## config.mk

```make
export PLATFORM = sky130hd
export DESIGN_NAME = booth_r4_mult
export DESIGN_NICKNAME = d
export VERILOG_FILES = /design/src/rtl/booth_pkg.sv /design/src/rtl/booth_r4_recoder.sv /design/src/rtl/booth_r4_mult.sv
export SDC_FILE = /design/constraint.sdc
export NUM_CORES = 1
export LEC_CHECK = 0
export ABC_AREA = 0
export CAP_MARGIN = 10
export CORE_ASPECT_RATIO = 1.75
export CORE_MARGIN = 5
export CORE_UTILIZATION = 40
export DETAILED_ROUTE_END_ITERATION = 12
export GPL_TIMING_DRIVEN = 0
export PLACE_DENSITY_LB_ADDON = 0.05
export SYNTH_ARGS = -nofsm -noshare
export SYNTH_HDL_FRONTEND = slang
export SYNTH_SLANG_ARGS = --single-unit
```

## constraint.sdc

```tcl
create_clock -name clk -period 7.5 [get_ports clk]
set_clock_uncertainty 0.1 [all_clocks]
set_input_delay 1.5 -clock clk [delete_from_list [all_inputs] [get_ports clk]]
set_output_delay 1.5 -clock clk [all_outputs]
set_load 0.01 [all_outputs]
```

## src/rtl/booth_pkg.sv

```systemverilog
// Shared types and constants for the radix-4 Booth multiplier.
package booth_pkg;

    typedef enum logic [1:0] {
        IDLE = 2'd0,
        RUN  = 2'd1,
        DONE = 2'd2
    } state_t;

    typedef struct packed {
        logic zero;
        logic two;
        logic neg;
    } booth_digit_t;

    localparam booth_digit_t DIG_ZERO = '{zero: 1'b1, two: 1'b0, neg: 1'b0};
    localparam booth_digit_t DIG_POS1 = '{zero: 1'b0, two: 1'b0, neg: 1'b0};
    localparam booth_digit_t DIG_POS2 = '{zero: 1'b0, two: 1'b1, neg: 1'b0};
    localparam booth_digit_t DIG_NEG1 = '{zero: 1'b0, two: 1'b0, neg: 1'b1};
    localparam booth_digit_t DIG_NEG2 = '{zero: 1'b0, two: 1'b1, neg: 1'b1};

    // Operands widen to N+2 bits and each step retires two of them.
    function automatic int unsigned iter_count(input int unsigned n);
        return (n / 2) + 1;
    endfunction

endpackage

```

## src/rtl/booth_r4_recoder.sv

```systemverilog
// Radix-4 Booth recoder: multiplier triplet {q1,q0,q_m1} to a signed digit.
module booth_r4_recoder
    import booth_pkg::*;
(
    input  logic [2:0]   triplet,
    output booth_digit_t digit_c
);

    always_comb begin
        digit_c = DIG_ZERO;
        case (triplet)
            3'b001, 3'b010: digit_c = DIG_POS1;
            3'b011:         digit_c = DIG_POS2;
            3'b100:         digit_c = DIG_NEG2;
            3'b101, 3'b110: digit_c = DIG_NEG1;
            default:        digit_c = DIG_ZERO;
        endcase
    end

endmodule

```

## src/rtl/booth_r4_mult.sv

```systemverilog
// Iterative radix-4 Booth multiplier with start/busy/done handshake and
// per-operation signed/unsigned mode; product holds until the next accepted start.
module booth_r4_mult
    import booth_pkg::*;
#(
    parameter int unsigned N = 8
) (
    input  logic             clk,
    input  logic             rst,
    input  logic             start,
    input  logic             signed_mode,
    input  logic [N-1:0]     multiplier,
    input  logic [N-1:0]     multiplicand,
    output logic             busy,
    output logic             done,
    output logic [2*N-1:0]   product
);

    localparam int unsigned W  = N + 2;
    localparam int unsigned AW = W + 2;
    localparam int unsigned PW = 2 * N;
    localparam int unsigned K  = iter_count(N);
    localparam int unsigned CW = $clog2(K);

    if ((N < 4) || ((N % 2) != 0)) begin : g_bad_n
        $error("booth_r4_mult: N must be even and >= 4");
    end

    state_t          state_q, state_d;
    logic [CW-1:0]   cnt_q, cnt_d;
    logic [AW-1:0]   a_q, a_d;
    logic [W-1:0]    q_q, q_d;
    logic            qm1_q, qm1_d;
    logic [W-1:0]    m_q, m_d;
    logic [PW-1:0]   product_q, product_d;
    logic            busy_q, busy_d;
    logic            done_q, done_d;

    booth_digit_t    digit_c;
    logic [W-1:0]    mplier_ext_c;
    logic [W-1:0]    mcand_ext_c;
    logic [AW-1:0]   m_ext_c;
    logic [AW-1:0]   addend_c;
    logic [AW-1:0]   a_sum_c;
    logic [AW-1:0]   a_sh_c;
    logic [W-1:0]    q_sh_c;

    booth_r4_recoder u_recoder (
        .triplet (q_q[1:0] == 2'b00 ? {q_q[1:0], qm1_q} : {q_q[1], q_q[0], qm1_q}),
        .digit_c (digit_c)
    );

    // Operand extension and one radix-4 step of the {A,Q,q_m1} datapath.
    always_comb begin
        mplier_ext_c = signed_mode ? {{2{multiplier[N-1]}}, multiplier}
                                   : {2'b00, multiplier};
        mcand_ext_c  = signed_mode ? {{2{multiplicand[N-1]}}, multiplicand}
                                   : {2'b00, multiplicand};
        m_ext_c      = {{2{m_q[W-1]}}, m_q};
        addend_c     = digit_c.two ? {m_ext_c[AW-2:0], 1'b0} : m_ext_c;
        if (digit_c.zero) begin
            addend_c = '0;
        end
        // Two guard bits above W keep -2M of the most-negative M in range.
        a_sum_c      = digit_c.neg ? (a_q - addend_c) : (a_q + addend_c);
        a_sh_c       = {{2{a_sum_c[AW-1]}}, a_sum_c[AW-1:2]};
        q_sh_c       = {a_sum_c[1:0], q_q[W-1:2]};
    end

    always_comb begin
        state_d   = state_q;
        cnt_d     = cnt_q;
        a_d       = a_q;
        q_d       = q_q;
        qm1_d     = qm1_q;
        m_d       = m_q;
        product_d = product_q;
        busy_d    = 1'b0;
        done_d    = 1'b0;
        case (state_q)
            IDLE, DONE: begin
                if (start) begin
                    state_d = RUN;
                    cnt_d   = CW'(K - 1);
                    a_d     = '0;
                    q_d     = mplier_ext_c;
                    qm1_d   = 1'b0;
                    m_d     = mcand_ext_c;
                    busy_d  = 1'b1;
                end else begin
                    state_d = IDLE;
                end
            end
            RUN: begin
                a_d    = a_sh_c;
                q_d    = q_sh_c;
                qm1_d  = q_q[1];
                cnt_d  = cnt_q - CW'(1);
                busy_d = 1'b1;
                if (cnt_q == '0) begin
                    state_d   = DONE;
                    busy_d    = 1'b0;
                    done_d    = 1'b1;
                    product_d = PW'({a_sh_c, q_sh_c});
                end
            end
            default: begin
                state_d = IDLE;
            end
        endcase
    end

    always_ff @(posedge clk) begin
        if (rst) begin
            state_q   <= IDLE;
            cnt_q     <= '0;
            a_q       <= '0;
            q_q       <= '0;
            qm1_q     <= 1'b0;
            m_q       <= '0;
            product_q <= '0;
            busy_q    <= 1'b0;
            done_q    <= 1'b0;
        end else begin
            state_q   <= state_d;
            cnt_q     <= cnt_d;
            a_q       <= a_d;
            q_q       <= q_d;
            qm1_q     <= qm1_d;
            m_q       <= m_d;
            product_q <= product_d;
            busy_q    <= busy_d;
            done_q    <= done_d;
        end
    end

    assign busy    = busy_q;
    assign done    = done_q;
    assign product = product_q;

endmodule
```

# After elaboration in Yosys (flattened, before gate mapping)
# Cells that the tools add are included.
[word_totals]
ff_bits = 56
in_bits = 20
output_inout_bits = 18
elab_cells = 54
[op_classes]
addsub = 3
n_eq_ne = 10
n_mux = 21
bitwise = 1
reduce_logical = 10
[op_table]
columns = ["operator", "n"]
rows = [
  ["10-bit 2-to-1 mux", 4],
  ["12-bit 2-to-1 mux", 3],
  ["12-bit one-hot mux with 2 select lines", 1],
  ["10-bit one-hot mux with 2 select lines", 1],
  ["12-bit adder", 1],
  ["3-bit one-hot mux with 4 select lines", 1],
  ["12-bit subtractor", 1],
  ["3-bit == test (second input constant)", 3],
  ["2-bit OR reduction", 4],
  ["3-bit by 2-bit == test with 1-bit output (second input constant)", 2],
  ["3-bit one-hot mux with 2 select lines", 1],
  ["2-bit AND reduction", 3],
  ["1-bit 2-to-1 mux", 5],
  ["2-bit inequality test (second input constant)", 2],
  ["1-bit one-hot mux with 2 select lines", 2],
  ["2-bit one-hot mux with 2 select lines", 1],
  ["3-bit by 1-bit == test with 1-bit output (second input constant)", 1],
  ["3-bit zero test", 1],
  ["3-bit 2-to-1 mux", 1],
  ["3-bit by 1-bit subtractor with 3-bit output (second input constant)", 1],
  ["2-bit by 1-bit == test with 1-bit output (second input constant)", 1],
  ["2-bit == test (second input constant)", 1],
  ["2-bit zero test", 1],
  ["2-bit 2-to-1 mux", 1],
  ["2 further kinds", 2],
]

# Logic depth before layout (Yosys ltp)
[depth]
ltp_word = 8
depth_mapped = 17
depth_no_buf = 15

# Hierarchy
# A second synthesis with hierarchy kept.
[hier_totals]
cells_unflattened = 386
hier_area_um2 = 2922.8
[modules_own_cells]
columns = ["mod", "instances", "cells_per_inst", "area_each_um2", "seq_area_each_um2"]
rows = [
  ["booth_r4_mult", 1, 379, 2885.3, 1061.0],
  ["booth_r4_recoder", 1, 7, 37.5, 0.0],
]

# Worst setup path before layout
# OpenSTA, ideal clock, no wires.
[synth_path]
path_kind = "flip-flop to flip-flop"
startpoint = "reg q_q[1]"
endpoint = "reg a_q[8]"
setup_ns = 0.074
arrival_ns = 3.642
required_ns = 7.326
setup_slack_ns = 3.683
path_stages_with_launch = 18
n_path_buf = 2
synth_period_minus_slack_ns = 3.817
cell_sequence = "dfxtp_1 > buf_4 > or3b_1 > clkbuf_1 > nand2_1 > a22oi_1 > ha_1 > a21oi_1 > a31o_2 > inv_1 > fa_1 > nor2b_1 > o21ai_0 > a21boi_0 > o221a_2 > nor2_1 > or4b_2 > a31oi_1"
[synth_via]
elab_chain_len = 8
word_cells_on_any_way = 15
classes_between = "add/sub: 2; eq/ne: 6; mux: 5; reduce/logical: 2"
[synth_lines]
columns = ["element", "line_no", "rtl"]
rows = [
  ["from (decl)", "booth_r4_mult.sv:32", "logic [W-1:0] q_q, q_d;"],
  ["from (signal assigned)", "booth_r4_mult.sv:128", "q_q <= q_d;"],
  ["3-bit == test (tied with other cells)", "booth_r4_recoder.sv:11", "case (triplet)"],
  ["2-bit OR reduction", "booth_r4_recoder.sv:11", ""],
  ["3-bit one-hot mux with 4 select lines (*)", "booth_r4_recoder.sv:11", ""],
  ["10-bit 2-to-1 mux", "booth_r4_mult.sv:60", "addend_c = digit_c.two ? {m_ext_c[AW-2:0], 1'b0} : m_ext_c;"],
  ["12-bit 2-to-1 mux", "booth_r4_mult.sv:61", "if (digit_c.zero) begin"],
  ["12-bit adder or 12-bit subtractor (tied branches)", "booth_r4_mult.sv:65", "a_sum_c = digit_c.neg ? (a_q - addend_c) : (a_q + addend_c);"],
  ["12-bit 2-to-1 mux (*)", "booth_r4_mult.sv:65", ""],
  ["12-bit one-hot mux with 2 select lines (*)", "booth_r4_mult.sv:80", "case (state_q)"],
  ["to (signal assigned)", "booth_r4_mult.sv:117", "a_q <= '0;"],
  ["to (signal assigned)", "booth_r4_mult.sv:127", "a_q <= a_d;"],
  ["to (decl)", "booth_r4_mult.sv:31", "logic [AW-1:0] a_q, a_d;"],
]
# Every way passes the cells marked *; elsewhere a longest branch is shown, timed or not.
# A chain may end at the register's enable or synchronous reset.

# Worst setup path after layout
# Ends and elaborated chain as after synthesis.

==> impl_metrics.py <==
metrics = {
    "timing": {
        "setup_viol": 0,
        "timing.final.ws_setup_ns": 2.98,
        "report.final.slew_viol_count": 0,
        "hold_violations": 0,
        "grt_setup_unrepaired": "false",
        "fin_hold_ws_ns": 0.361,
        "tns_ns": 0,
        "fmax_ghz": 0.221,
        "worstMarginPinSlew_ns": 0.756,
        "relSlewSlack": 0.496,
        "period_share": 0.603,
        "min_period_ns": 4.52,
    },
    "synth": {
        "async_reset_ff_frac": 0,
        "syn_avg_cell_area_um2": 7.49,
        "synth_ff_type": "dfxtp_1",
        "syn_nets": 462,
        "yosysUniqueCellTypes": 61,
        "synth-seq-area-share": 0.332,
        "synth-edff-count": 0,
        "syn_inst": 427,
        "syn_area_mm2": 0.00320,
        "ys_seq_elements": 53,
        "ys_warn_count": 0,
    },
    "route": {
        "met2_length_mm": 5.03,
        "wl_met3_um": 265,
        "wl_per_cell_um": 16.9,
        "drt-pass1-iter-count": 5,
        "met1_length_mm": 3.99,
        "vias_per_cell": 5.72,
        "highest-signal-layer": "met4",
        "num_vias": 3211,
        "drcViolationCount": 0,
        "drt_iter0_drc": 184,
        "ant_nets": 0,
        "drt_wl_total_mm": 9.49,
    },
    "global_routing": {
        "grt_max_degree": 18,
        "overflow": 0,
        "grt_first_pass_wirelength_mm": 15.9,
        "grt_use_total": 0.196,
        "first_global_vias": 3301,
        "antenna_found_initial": 0,
    },
    "clocking": {
        "postCtsHoldBufs": 0,
        "cts_max_level": 2,
        "clk_latency_ns": 0.30,
        "post_cts_buffers": 0,
        "cts_resized": 0,
        "numCtsBuffers": 5,
        "cts_num_sinks": 53,
        "clkTransAtPathRegs_ns": 0.07,
        "cts_tree": "built",
        "cts_max_path_buffers": 2,
        "root_buffer": "clkbuf_16",
    },
    "power": {
        "ir_drop_mv": 0.139,
        "p_leak_nw": 1.41,
        "power_density_mw_per_mm2": 258,
    },
    "setup_path": {
        "cp.required_ns": 7.62,
        "crit_fanout": 10,
        "r2r_slack_ns": 2.98,
        "start_kind": "flip-flop",
        "crit_path_end_kind": "flip-flop",
        "critPathKind": "reg -> reg",
        "cp.arrival_ns": 4.64,
    },
    "die": {
        "fp.dieH_um": 128,
        "rows": 43,
        "die-area_mm2": 0.00995,
        "die_w_um": 77.6,
        "core_area_mm2": 0.00786,
        "start_util": 0.407,
        "ioPinCount": 38,
    },
    "placement": {
        "place_hpwl_mm": 7.07,
        "gp_congestion": 0.848,
        "dp_slack_ns": 2.99,
        "io_buffers": 36,
    },
    "layout": {
        "area_growth_pct": 19.4,
        "drive_gt1_frac": 0.0446,
        "final_core_util": 0.486,
        "nFillCells": 811,
        "final_common_cell": "nand2_1",
        "most-common-layout-cells": "nand2_1 (62), nor2_1 (55), dfxtp_1 (53), a21oi_1 (49), clkdlybuf4s50_1 (36)",
        "finalNetCount": 505,
        "diodes": 0,
    },
    "min_path": {
        "hp-class": "reg -> reg",
    },
    "run_status": {
        "status": "finished, final reports clean",
    },
    "run": {
        "max_cap_violations": 0,
    },
}
cells by family (layout without fill, tap and decap cells):
kind of cell | count (synthesis) | in the layout | synth area share
AO/OA/AOI/OAI | 137 | 137 | 0.286
XOR/XNOR | 8 | 8 | 0.0243
buffers and inverters | 48 | 92 | 0.0583
adder cells (fa/ha/maj) | 17 | 17 | 0.0673
AND/OR/NAND/NOR | 160 | 160 | 0.219
multiplexers | 4 | 4 | 0.0129
flip-flops | 53 | 53 | 0.332
final cells by class:
type / count / area [um^2] / area share
Clock inverter: 3 / 21.3 / 0.00557
Multi-Input combinational cell: 326 / 1950 / 0.511
Buffer: 33 / 130 / 0.0341
Clock buffer: 5 / 125 / 0.0328
Timing Repair Buffer: 36 / 360 / 0.0944
Sequential cell: 53 / 1060 / 0.278
Inverter: 15 / 56.3 / 0.0148
Tap cell: 90 / 113 / 0.0295
per-stage QoR:
stage	power (mW)	instances	area [um^2]
final	0.985	561	3820
after global routing	1.06	561	3820
after CTS	0.993	561	3820
after detailed placement	0.750	553	3670
after global placement	0.743	553	3670
after floorplan	0.642	427	3200
final timing paths:
| path | from | to | cells past startpoint |
|---|---|---|---|
| worst min register to register | product[10] | product[10] | 2 |
| worst max register to register | q_q[1] | a_q[8] | 17 |
| worst max-delay path | q_q[1] | a_q[8] | 17 |
| worst min-delay path | product[10] | product[10] | 2 |
cell usage after synthesis (2+ instances only):
master / count / area, um^2
xnor2_1: 6 / 52.6
a311oi_1: 2 / 17.5
o31ai_1: 2 / 15.0
maj3_1: 2 / 20.0
o22ai_1: 6 / 37.5
buf_1: 3 / 11.3
buf_2: 2 / 10.0
or3_1: 5 / 31.3
nand2_1: 62 / 233
dfxtp_1: 53 / 1060
a21oi_1: 49 / 245
nor2b_1: 5 / 31.3
a211oi_1: 5 / 37.5
nor2_1: 55 / 206
mux2i_1: 3 / 30.0
o21ai_0: 23 / 115
a31oi_1: 4 / 25.0
a21boi_0: 2 / 15.0
o211a_1: 2 / 20.0
a211o_1: 2 / 17.5
nor3_1: 10 / 50.1
a221oi_1: 5 / 43.8
ha_1: 14 / 175
a21o_1: 2 / 15.0
a222oi_1: 3 / 30.0
o21a_1: 3 / 22.5
nand2b_1: 6 / 37.5
inv_1: 14 / 52.6
o21bai_1: 4 / 30.0
and2_1: 2 / 12.5
nand3_1: 6 / 30.0
nor3b_1: 2 / 15.0
clkbuf_1: 27 / 101
a22oi_1: 9 / 67.6
state kept, by name, indices dropped and copies added, names as in the netlist:
| name | cells |
|---|---|
| product | 16 |
| a_q | 10 |
| q_q | 10 |
| m_q | 9 |
| cnt_q | 3 |
| state_q | 2 |
| busy | 1 |
| done | 1 |
| qm1_q | 1 |
routing by layer:
| metal | GRT usage | vias to the layer above |
|---|---|---|
| met4 | 0.0759 | 0 |
| met3 | 0.0288 | 17 |
| li1 | - | 1603 |
| met1 | 0.216 | 1513 |
| met2 | 0.366 | 78 |
| met5 | 0 | - |
power breakdown:
group,internal [mW],switching [mW]
combinational,0.178,0.237
sequential,0.311,0.0193
clock,0.125,0.115
critical path, cell delays in order (launching register included):
cell	delay, ns
dfxtp_1	0.32
buf_4	0.15
or3b_1	0.40
clkbuf_1	0.24
nand2_1	0.13
a22oi_1	0.11
ha_1	0.31
inv_1	0.11
a21boi_0	0.09
a222oi_1	0.42
ha_1	0.25
nor2b_1	0.14
o21ai_0	0.09
a21boi_0	0.47
o221a_2	0.30
nor2_1	0.06
or4b_2	0.61
a31oi_1	0.15
Power figures use the tool's default switching activity.
